File: src/rtl/sync_filter_pkg.sv
// Shared constants and helpers for the sync_filter_n synchronizer/deglitch block.
package sync_filter_pkg;

  localparam int unsigned SYNC_MIN_STAGES = 2;
  localparam int unsigned FILTER_LEN_MAX  = 255;

  // Stability counter width: $clog2(FILTER_LEN), never below one bit.
  function automatic int unsigned cnt_width(input int unsigned filter_len);
    return (filter_len <= 2) ? 1 : $clog2(filter_len);
  endfunction

endpackage

File: src/rtl/sync_filter_bit.sv
// One channel: synchronizer chain, stability counter and event flops.
// rise_o/fall_o flops exist only when SYNC_FILTER_EDGE_EN is defined.
module sync_filter_bit
  import sync_filter_pkg::*;
#(
  parameter int unsigned STAGES     = 2,
  parameter int unsigned FILTER_LEN = 4
) (
  input  logic clk_i,
  input  logic rst_ni,
  input  logic sig_i,
  output logic sig_o,
  output logic rise_o,
  output logic fall_o,
  output logic glitch_o,
  output logic match_c_o
);

  localparam int unsigned            CNT_W   = cnt_width(FILTER_LEN);
  localparam logic [CNT_W-1:0]       CNT_MAX = CNT_W'(FILTER_LEN - 1);

  (* ASYNC_REG = "TRUE" *) logic [STAGES-1:0] sync_q;

  logic             smp;
  logic [CNT_W-1:0] cnt_q, cnt_d;
  logic             lvl_q, lvl_d;
  logic             glitch_q, glitch_d;

  assign smp = sync_q[STAGES-1];

  always_ff @(posedge clk_i or negedge rst_ni) begin
    if (!rst_ni) begin
      sync_q <= '0;
    end else begin
      sync_q <= {sync_q[STAGES-2:0], sig_i};
    end
  end

  // A change is accepted only after FILTER_LEN consecutive differing samples.
  always_comb begin
    cnt_d    = cnt_q;
    lvl_d    = lvl_q;
    glitch_d = 1'b0;
    if (smp == lvl_q) begin
      if (cnt_q != '0) begin
        cnt_d    = '0;
        glitch_d = 1'b1;
      end
    end else if (cnt_q == CNT_MAX) begin
      lvl_d = smp;
      cnt_d = '0;
    end else begin
      cnt_d = cnt_q + CNT_W'(1);
    end
  end

  always_ff @(posedge clk_i or negedge rst_ni) begin
    if (!rst_ni) begin
      cnt_q    <= '0;
      lvl_q    <= 1'b0;
      glitch_q <= 1'b0;
    end else begin
      cnt_q    <= cnt_d;
      lvl_q    <= lvl_d;
      glitch_q <= glitch_d;
    end
  end

`ifdef SYNC_FILTER_EDGE_EN
  logic rise_q, fall_q;

  always_ff @(posedge clk_i or negedge rst_ni) begin
    if (!rst_ni) begin
      rise_q <= 1'b0;
      fall_q <= 1'b0;
    end else begin
      rise_q <= lvl_d & ~lvl_q;
      fall_q <= ~lvl_d & lvl_q;
    end
  end

  assign rise_o = rise_q;
  assign fall_o = fall_q;
`else
  assign rise_o = 1'b0;
  assign fall_o = 1'b0;
`endif

  assign sig_o     = lvl_q;
  assign glitch_o  = glitch_q;
  assign match_c_o = (smp == lvl_q);

endmodule

File: src/rtl/sync_filter_n.sv
// Multi-bit CDC synchronizer with per-bit deglitch filter and event pulses.
// Define SYNC_FILTER_EDGE_EN to build the rise_o/fall_o registers.
module sync_filter_n
  import sync_filter_pkg::*;
#(
  parameter int unsigned WIDTH      = 32,
  parameter int unsigned STAGES     = 2,
  parameter int unsigned FILTER_LEN = 4
) (
  input  logic             clk_i,
  input  logic             rst_ni,
  input  logic [WIDTH-1:0] sig_i,
  output logic [WIDTH-1:0] sig_o,
  output logic [WIDTH-1:0] rise_o,
  output logic [WIDTH-1:0] fall_o,
  output logic [WIDTH-1:0] glitch_o,
  output logic             stable_o
);

  if (STAGES < SYNC_MIN_STAGES) begin : g_bad_stages
    $error("sync_filter_n: STAGES must be at least %0d", SYNC_MIN_STAGES);
  end

  if (FILTER_LEN < 1 || FILTER_LEN > FILTER_LEN_MAX) begin : g_bad_filter
    $error("sync_filter_n: FILTER_LEN must be in 1..%0d", FILTER_LEN_MAX);
  end

  logic [WIDTH-1:0] match_c;

  for (genvar b = 0; b < WIDTH; b++) begin : g_bit
    sync_filter_bit #(
      .STAGES    (STAGES),
      .FILTER_LEN(FILTER_LEN)
    ) u_bit (
      .clk_i    (clk_i),
      .rst_ni   (rst_ni),
      .sig_i    (sig_i[b]),
      .sig_o    (sig_o[b]),
      .rise_o   (rise_o[b]),
      .fall_o   (fall_o[b]),
      .glitch_o (glitch_o[b]),
      .match_c_o(match_c[b])
    );
  end

  // Stable when every synchronized sample already agrees with its output.
  assign stable_o = &match_c;

endmodule
File: config.mk
export PLATFORM = sky130hd
export DESIGN_NAME = sync_filter_n
export DESIGN_NICKNAME = d
export VERILOG_FILES = /design/src/rtl/sync_filter_pkg.sv /design/src/rtl/sync_filter_bit.sv /design/src/rtl/sync_filter_n.sv
export SDC_FILE = /design/constraint.sdc
export NUM_CORES = 1
export LEC_CHECK = 0
export ABC_AREA = 0
export ABC_CLOCK_PERIOD_IN_PS = 1500
export BUFFER_PORTS_ARGS = -buffer_cell sky130_fd_sc_hd__buf_4
export CORE_UTILIZATION = 43
export CTS_BUF_LIST = sky130_fd_sc_hd__clkbuf_16
export DETAILED_ROUTE_END_ITERATION = 10
export MAX_ROUTING_LAYER = met4
export PLACE_DENSITY = 0.62
export SLEW_MARGIN = 40
export SYNTH_ARGS = -nofsm -noshare
export SYNTH_HDL_FRONTEND = slang
export SYNTH_SLANG_ARGS = --single-unit
File: constraint.sdc
create_clock -name clk_i -period 1.5 [get_ports clk_i]
set_clock_uncertainty 0.15 [all_clocks]
set_input_delay 0.225 -clock clk_i [delete_from_list [all_inputs] [get_ports clk_i]]
set_output_delay 0.225 -clock clk_i [all_outputs]
set_load 0.005 [all_outputs]
# Yosys cells after proc, flatten, opt, wreduce, memory -nomap -nowiden
# Cells that the tools add are included.
totals:
  mem_count: 0
  mem_bits_ro: 0
  ff_bits: 192
  ram_bits: 0
  latchBits: 0
  elab_cells: 513
classes:
  addsub: 32
  mul: 0
  n_bitwise: 32
  muxes: 160
  reduce_logical: 65
  n_eq_ne: 96
  n_div: 0
  magnitude_cmp: 0
  shifts: 0
op_table:
  columns: ["operator", "count"]
  rows:
  - ["2-to-1 mux 2 bit", 96]
  - ["adder 2 x 1 -> 2 bit (second input constant)", 32]
  - ["equality test 2 bit (second input constant)", 32]
  - ["2-to-1 mux 1 bit", 64]
  - ["inequality test 2 bit (second input constant)", 32]
  - ["AND reduction 2 bit", 32]
  - ["nonzero test 2 bit", 32]
  - ["equality test 1 bit", 32]
  - ["NOT 1 bit", 32]
  - ["AND reduction 32 bit", 1]

# Longest topological paths before layout
# Gate-level depths: netlist of the first run.
depth:
  depth_word: 3
  mapped_depth: 4
  mapped_depth_nobuf: 4

# By module
# Synthesis of the first run repeated with hierarchy kept, for this count alone.
hier_totals:
  hier_cells: 747
  hier_area_um2: 8837.2
by_module_without_submodules:
  columns: ["module", "seq_area_each_um2", "n_inst", "area_each_um2", "cells_each"]
  rows:
  - ["sync_filter_bit", 150.1, 32, 274.0, 23]
  - ["sync_filter_n", 0.0, 1, 68.8, 11]

# Least setup slack after synthesis of the first run
# Ideal clock, no wire load.
synth_timing:
  path_kind: "flip-flop to output port"
  startpoint: "register g_bit[4].u_bit.lvl_q"
  endpoint: "output port stable_o"
  stages_incl_launch_ff: 5
  t_required_ps: 1125
  path_buffers: 0
  path_slack_ps: 37
  arrival_ps: 1088
  path_cell_list: "dfrtp_1 xor2_1 nor4_1 nand4_1 nor2_1"
synth_via:
  elab_chain_cells: 2
synth_rtl:
  columns: ["item", "line_no", "source"]
  rows:
  - ["start: declaration", "sync_filter_bit.sv:26", "logic lvl_q, lvl_d;"]
  - ["start signal: assignment", "sync_filter_bit.sv:64", "lvl_q <= lvl_d;"]
  - ["equality test 1 bit", "sync_filter_bit.sv:91", "assign match_c_o = (smp == lvl_q);"]
  - ["AND reduction 32 bit", "sync_filter_n.sv:47", "assign stable_o = &match_c;"]
  - ["end: declaration", "sync_filter_n.sv:17", "output logic stable_o"]
# No other way between the ends.

# Worst setup path after layout of the first run
layout_timing:
  startpoint: "register g_bit[5].u_bit.lvl_q"
  endpoint: "output port stable_o"
layout_via:
  elab_chain_cells: 2
layout_rtl:
  columns: ["item", "line_no"]
  rows:
  - ["start: declaration", "sync_filter_bit.sv:26"]
  - ["start signal: assignment", "sync_filter_bit.sv:64"]
  - ["equality test 1 bit", "sync_filter_bit.sv:91"]
  - ["AND reduction 32 bit", "sync_filter_n.sv:47"]
# No other way between the ends.

==> results of run 1 <==
[metrics by stage]
step / std cells / setup WS [ns]
2_1_floorplan: 843 / 0.0368
3_3_place_gp: 1151 / -0.371
3_5_place_dp: 1151 / -0.353
4_1_cts: 1217 / -0.809
5_1_grt: 1216 / -0.875
6_report: 1216 / -0.768
[logic make-up (layout without fill, tap and decap cells)]
family                     after synthesis  after routing  synth area share, %
xor gates and xnor gates                32             32                 3.27
muxes                                   32             32                 4.21
adders and majority gates               64             64                 9.35
other                                    1             64               0.0438
buffers and inverters                  192            300                 14.0
DFF                                    192            192                 56.1
AOI/OAI and AO/OA                       64             64                 3.74
and+or+nand+nor                        203            203                 9.26
[where the power goes]
part	total [mW]	switching (mW)	internal [mW]
combinational	8.15	3.67	4.48
sequential	8.08	1.19	6.89
clock	4.49	2.01	2.48
total	20.7	6.87	13.8
[Yosys cell counts (2+ instances only)]
library cell,n,area share (%)
dfrtp_1,192,56
buf_4,128,11
nand2_1,128,5.6
nor2_1,65,2.8
ha_1,64,9.3
inv_1,64,2.8
o21ai_0,64,3.7
mux2_2,32,4.2
xor2_1,32,3.3
nor4_1,7,0.51
nand4_1,2,0.15
[final timing paths]
check	endpoint	slack (ns)	depth (start not counted)
max in group asynchronous	g_bit[2].u_bit.cnt_q[1]$_DFFE_PN0P_	0.61	3
max	stable_o	-0.77	6
min	g_bit[13].u_bit.sync_q[0]$_DFF_PN0_	0.10	2
min in group clk_i	g_bit[15].u_bit.sync_q[1]$_DFF_PN0_	0.20	0
min reg2reg	g_bit[15].u_bit.sync_q[1]$_DFF_PN0_	0.20	0
max reg2reg	g_bit[11].u_bit.cnt_q[0]$_DFFE_PN0P_	0.24	3
[sequential cells by signal, summed over array words and instances (netlist names)]
name and count:
g_bit.u_bit.sync_q 64, g_bit.u_bit.sig_o 32, g_bit.u_bit.cnt_q 64, g_bit.u_bit.glitch_o 32
[routing by layer]
metal	wire (um)	up-vias	track usage, %
met4	121	0	4.41
met5	0	-	-
met3	600	7	4.33
met2	6400	109	23.3
met1	6470	2424	18.5
li1	-	2592	-
[area by class of cell]
class	count	area (um^2)
fillers	1716	8920
clock inverters	15	156
inverters	64	240
multi-input cells	459	2800
repair buffers	204	1780
well taps	265	332
flip-flops and latches	192	4800
clock buffers	17	425
[what timing repair did]
action                                  in CTS  in global routing
hold buffers                                33                  0
endpoints found under the hold margin      224                  0
endpoints found under the setup margin       1                 24
setup buffers                                1                  5
cloned                                       0                  0
resized for setup                            3                 28
pin swaps                                    5                  3
==> run_results.csv, run 1 <==
group,metric,value,unit
clock_network,cts_tree,"yes",
worst_hold_path,hold_class,"in -> async",
route,initialDrtViolationCount,179,
global_route,grt_pass1_vias,4849,
worst_setup_path,timing.rr.start,"g_bit[11].u_bit.sig_o$_DFFE_PN0P_",
sta,layout_setup_ws,-0.768,ns
layout,area_delta_synth_final,23.1,%
layout,layout_commonest_cell,"dfrtp_1",
layout,drive_gt1_share,24.8,%
global_route,grt-ovfl-total,0,
power,power,20.7,mW
worst_setup_path,critical-path-top-delay-family,"simple AND/OR/NAND/NOR gates",
clock_network,h-tree-depth,4,
floorplan,core_area,0.0195,mm^2
worst_setup_path,path_buf_inv,2,
synthesis,avgSynthCellArea,11.0,um^2
status,status,"finished with violations",
route,firstDrtPassIters,4,
sta,fin_tns_setup,-0.768,ns
clock_network,cts_buffers,17,
worst_setup_path,cp-start-kind,"register",
synthesis,yosys_register_bits,192,
worst_setup_path,cp_slowest_stage_delay,0.41,ns
worst_setup_path,critical_path_class,"reg -> out",
power,leakage,5.30,nW
floorplan,placementRows,51,
floorplan,die_height,143,um
placement,gp_congestion,0.736,
run,cap_violations,0,
synthesis,syn_inst,780,
floorplan,start_util,44.0,%
worst_setup_path,end_kind,"output port",
worst_setup_path,crit_top_cell,"buf_4",
sta,max_freq,441,MHz
worst_setup_path,worstPathArrival,1.89,ns
sta,fin_crit_sh,151,%
layout,final_cell_mix,"dfrtp_1 (192), buf_4 (137), nand2_1 (128)",
route,viasPerCell,4.22,
route,drtAntennaViolNets,0,
global_route,grt_pass1_wl,22.7,mm
synthesis,async_reset_ff_share,100,%
sta,hold_violations,0,
global_route,grt.total_usage,14.8,%
synthesis,syn_area,0.00856,mm^2
synthesis,seq_area_frac_synth,56.1,%
power,powerDensity,1970,mW/mm^2
layout,nNetsFinal,1036,
clock_network,insertion_delay,0.43,ns
placement,dp_hpwl,9.76,mm
worst_setup_path,cp.required,1.12,ns
floorplan,die_width,143,um
worst_setup_path,critPathSlowestCell,"dfrtp_1",
sta,slew_viol_final,0,
global_route,antenna_found_initial,0,
power,peakVddDrop,0.886,mV
sta,hold_slack,0.100,ns
status,violations,"setup timing",
synthesis,yosysUniqueCellTypes,13,
route,vias,5132,
clock_network,clockBufferDepth,2,
floorplan,die_area,0.0205,mm^2
synthesis,synth-warning-count,0,
worst_setup_path,crit_path_max_fanout,2,
floorplan,num_io_pins,163,
sta,rsz0062_at_grt,"true",
layout,diodes,0,
clock_network,root_buffer,"clkbuf_16",
synthesis,synth_edf_count,0,
layout,final_util,54.1,%
placement,postPlaceCellArea,0.00951,mm^2
sta,period_minus_slack,2.27,ns
placement,numPortBuffers,98,
synthesis,ys.flop_type,"dfrtp_1",
clock_network,clk_pin_slew_worst_paths,0.07,ns
clock_network,cts.sinks,192,
route,wire_per_inst,11.2,um
sta,setup_viol,1,
worst_setup_path,crit_start,"g_bit[5].u_bit.sig_o$_DFFE_PN0P_",
layout,finalInstanceArea,0.0105,mm^2
route,routed_wl,13.6,mm
worst_setup_path,critical_path.cell_chain,"xor2_1 -> nor4_1 -> buf_4 -> nand4_1 -> nor2_1 -> buf_4",
route,drcViolationCount,0,
global_route,grt_start_max_net_pins,38,
(Power assumes the default switching activity.)
==> run 2, diff against run 1 <==
- CTS_BUF_LIST: sky130_fd_sc_hd__clkbuf_16 -> sky130_fd_sc_hd__clkbuf_4 sky130_fd_sc_hd__clkbuf_8
- GPL_TIMING_DRIVEN: unset -> 0
==> run 2 against run 1 <==
The run still ends with setup timing left. Worst hold slack gained 0.0017 ns. Sequential share of layout area is 1.8 points lower. Global-route usage shrank 0.72 points. Register-to-register slack worse by 0.11 ns. Die area unchanged. Highest routed layer unchanged.
==> run_results.csv, run 2 (synthesis gave the netlist of run 1 again) <==
group,metric,value,unit
status,status,"finished with violations",
status,violations,"setup timing",
clock_network,root_buffer,"clkbuf_8",
layout,drive_gt1_share,30.3,%
worst_setup_path,cp-start-kind,"register",
sta,hold_violations,0,
sta,rsz0062_at_grt,"true",
worst_setup_path,worstPathArrival,1.99,ns
power,swShare,35.1,%
power,powerDensity,1810,mW/mm^2
floorplan,num_io_pins,163,
clock_network,h-tree-depth,4,
run,cap_violations,0,
global_route,grt.total_usage,14.1,%
worst_setup_path,cp_slowest_stage_delay,0.46,ns
sta,fin_tns_setup,-1.31,ns
route,vias,5188,
placement,dpl.cell_count,1208,
global_route,grt_start_max_net_pins,74,
power,power,19.9,mW
route,initialDrtViolationCount,160,
floorplan,core_area,0.0195,mm^2
placement,postPlaceCellArea,0.00993,mm^2
route,drcViolationCount,0,
global_route,grt_pass1_wl,21.6,mm
placement,gp_congestion,0.707,
clock_network,clk_pin_slew_worst_paths,0.10,ns
worst_setup_path,critPathSlowestCell,"dfrtp_2",
worst_setup_path,critical_path.cell_chain,"xor2_4 -> nor4_4 -> nand4_1 -> nor2_2 -> buf_4",
layout,final_util,56.5,%
floorplan,start_util,44.0,%
floorplan,die_area,0.0205,mm^2
route,drtAntennaViolNets,0,
clock_network,cts_buffers,17,
power,leakage,5.51,nW
sta,slew_viol_final,0,
power,seq_power_share,41.5,%
power,p_int,12.9,mW
worst_hold_path,hold_class,"in -> async",
layout,reg.largest.list,"g_bit.u_bit.cnt_q: 64 flops, g_bit.u_bit.sync_q: 64 flops",
clock_network,cts_tree,"yes",
route,viasPerCell,4.13,
floorplan,placementRows,51,
worst_setup_path,end_kind,"output port",
power,pwr-share-comb,42.0,%
layout,finalNonFillerCells,1255,
route,routed_wl,13.3,mm
clock_network,cts.sinks,192,
power,clkPwrFrac,16.5,%
layout,diodes,0,
sta,setup_viol,11,
placement,numPortBuffers,98,
power,peakVddDrop,0.721,mV
layout,layout_commonest_cell,"dfrtp_1",
global_route,grt-ovfl-total,0,
clock_network,clockBufferDepth,2,
power,switching_power,6.98,mW
route,firstDrtPassIters,4,
sta,fin_crit_sh,158,%
sta,tightestPinTransition,0.576,ns
sta,period_minus_slack,2.36,ns
worst_setup_path,cp.required,1.12,ns
worst_setup_path,crit_path_max_fanout,6,
layout,final_cell_mix,"dfrtp_1 (184), buf_4 (134), nand2_1 (128)",
sta,max_slew_margin,61.5,%
worst_setup_path,critical_path_class,"reg -> out",
placement,dp_hpwl,8.81,mm
sta,layout_setup_ws,-0.864,ns
global_route,grt_pass1_vias,4822,
layout,finalInstanceArea,0.0110,mm^2
floorplan,die_width,143,um
route,wire_per_inst,10.6,um
floorplan,die_height,143,um
clock_network,insertion_delay,0.46,ns
global_route,antenna_found_initial,0,
layout,area_delta_synth_final,28.4,%
sta,max_freq,423,MHz
layout,nNetsFinal,1075,
==> run 2: changes by cell type in the layout (fill, tap and decap cells not counted), moves of 4 or more <==
cell,change
clkbuf_16,-16
xor2_1,-11
dfrtp_2,+8
inv_6,-4
buf_6,+43
clkbuf_8,+17
dfrtp_1,-8
nor4_1,-4
nor4_4,+4
xor2_2,+8
==> run 2: final cells by class <==
type	count	area [um^2]
Buffer	83	661
Multi-Input combinational cell	459	2980
Clock inverter	14	134
Sequential cell	192	4810
Fill cell	1655	8470
Clock buffer	18	248
Tap cell	265	332
Inverter	64	240
Timing Repair Buffer	160	1590
==> run 2: power groups by stage <==
| stage | sequential [mW] | combinational, mW | clock, mW |
|---|---|---|---|
| floorplan | 7.93 | 5.33 | 0 |
| finish | 8.26 | 8.35 | 3.29 |
| CTS | 8.20 | 8.28 | 3.45 |
| detailed placement | 8.19 | 7.66 | 0 |
| global placement | 8.16 | 7.43 | 0 |
| global route | 8.51 | 9.60 | 3.64 |
==> run 2: metrics by stage <==
step / hold WS, ns / setup WS, ns
finish: 0.102 / -0.864
global route: 0.0891 / -0.969
CTS: 0.0894 / -0.942
detailed placement: 0.0234 / -0.625
global placement: 0.182 / -1.24
floorplan: -0.221 / 0.0368
==> run 2: worst paths after layout <==
path,from,to,slack [ns],cells after the start
setup / recovery,g_bit[0].u_bit.sig_o$_DFFE_PN0P_,stable_o,-0.86,5
hold / removal,rst_ni,g_bit[3].u_bit.sig_o$_DFFE_PN0P_,0.10,2
setup reg to reg,g_bit[12].u_bit.sig_o$_DFFE_PN0P_,g_bit[12].u_bit.cnt_q[1]$_DFFE_PN0P_,0.13,2
hold reg to reg,g_bit[22].u_bit.sync_q[0]$_DFF_PN0_,g_bit[22].u_bit.sync_q[1]$_DFF_PN0_,0.19,0
max in group asynchronous,rst_ni,g_bit[2].u_bit.sig_o$_DFFE_PN0P_,0.19,4
min in group clk_i,g_bit[22].u_bit.sync_q[0]$_DFF_PN0_,g_bit[22].u_bit.sync_q[1]$_DFF_PN0_,0.19,0
==> run 2: per-layer routing <==
| metal | up-vias | track usage, % | wire [um] |
|---|---|---|---|
| li1 | 2653 | - | - |
| met1 | 2426 | 16.7 | 6100 |
| met2 | 99 | 22.9 | 6510 |
| met3 | 10 | 3.92 | 562 |
| met4 | 0 | 5.21 | 146 |
| met5 | - | - | 0 |
==> run 2: repair_timing <==
| item | CTS | global route |
|---|---|---|
| resized for setup | 76 | 41 |
| pin swaps | 8 | 10 |
| gates cloned | 0 | 1 |
| endpoints found under the setup margin | 56 | 112 |
| endpoints found under the hold margin | 158 | 0 |
| hold buffers | 33 | 0 |
| buffers inserted | 11 | 17 |
==> run 2: worst max-delay path, delay by kind of cell, from the launching register on <==
family                 cells  cell delay, ns
AND/OR/NAND/NOR            3            0.72
buffers and inverters      1            0.13
flip-flops                 1            0.46
XOR/XNOR                   1            0.22
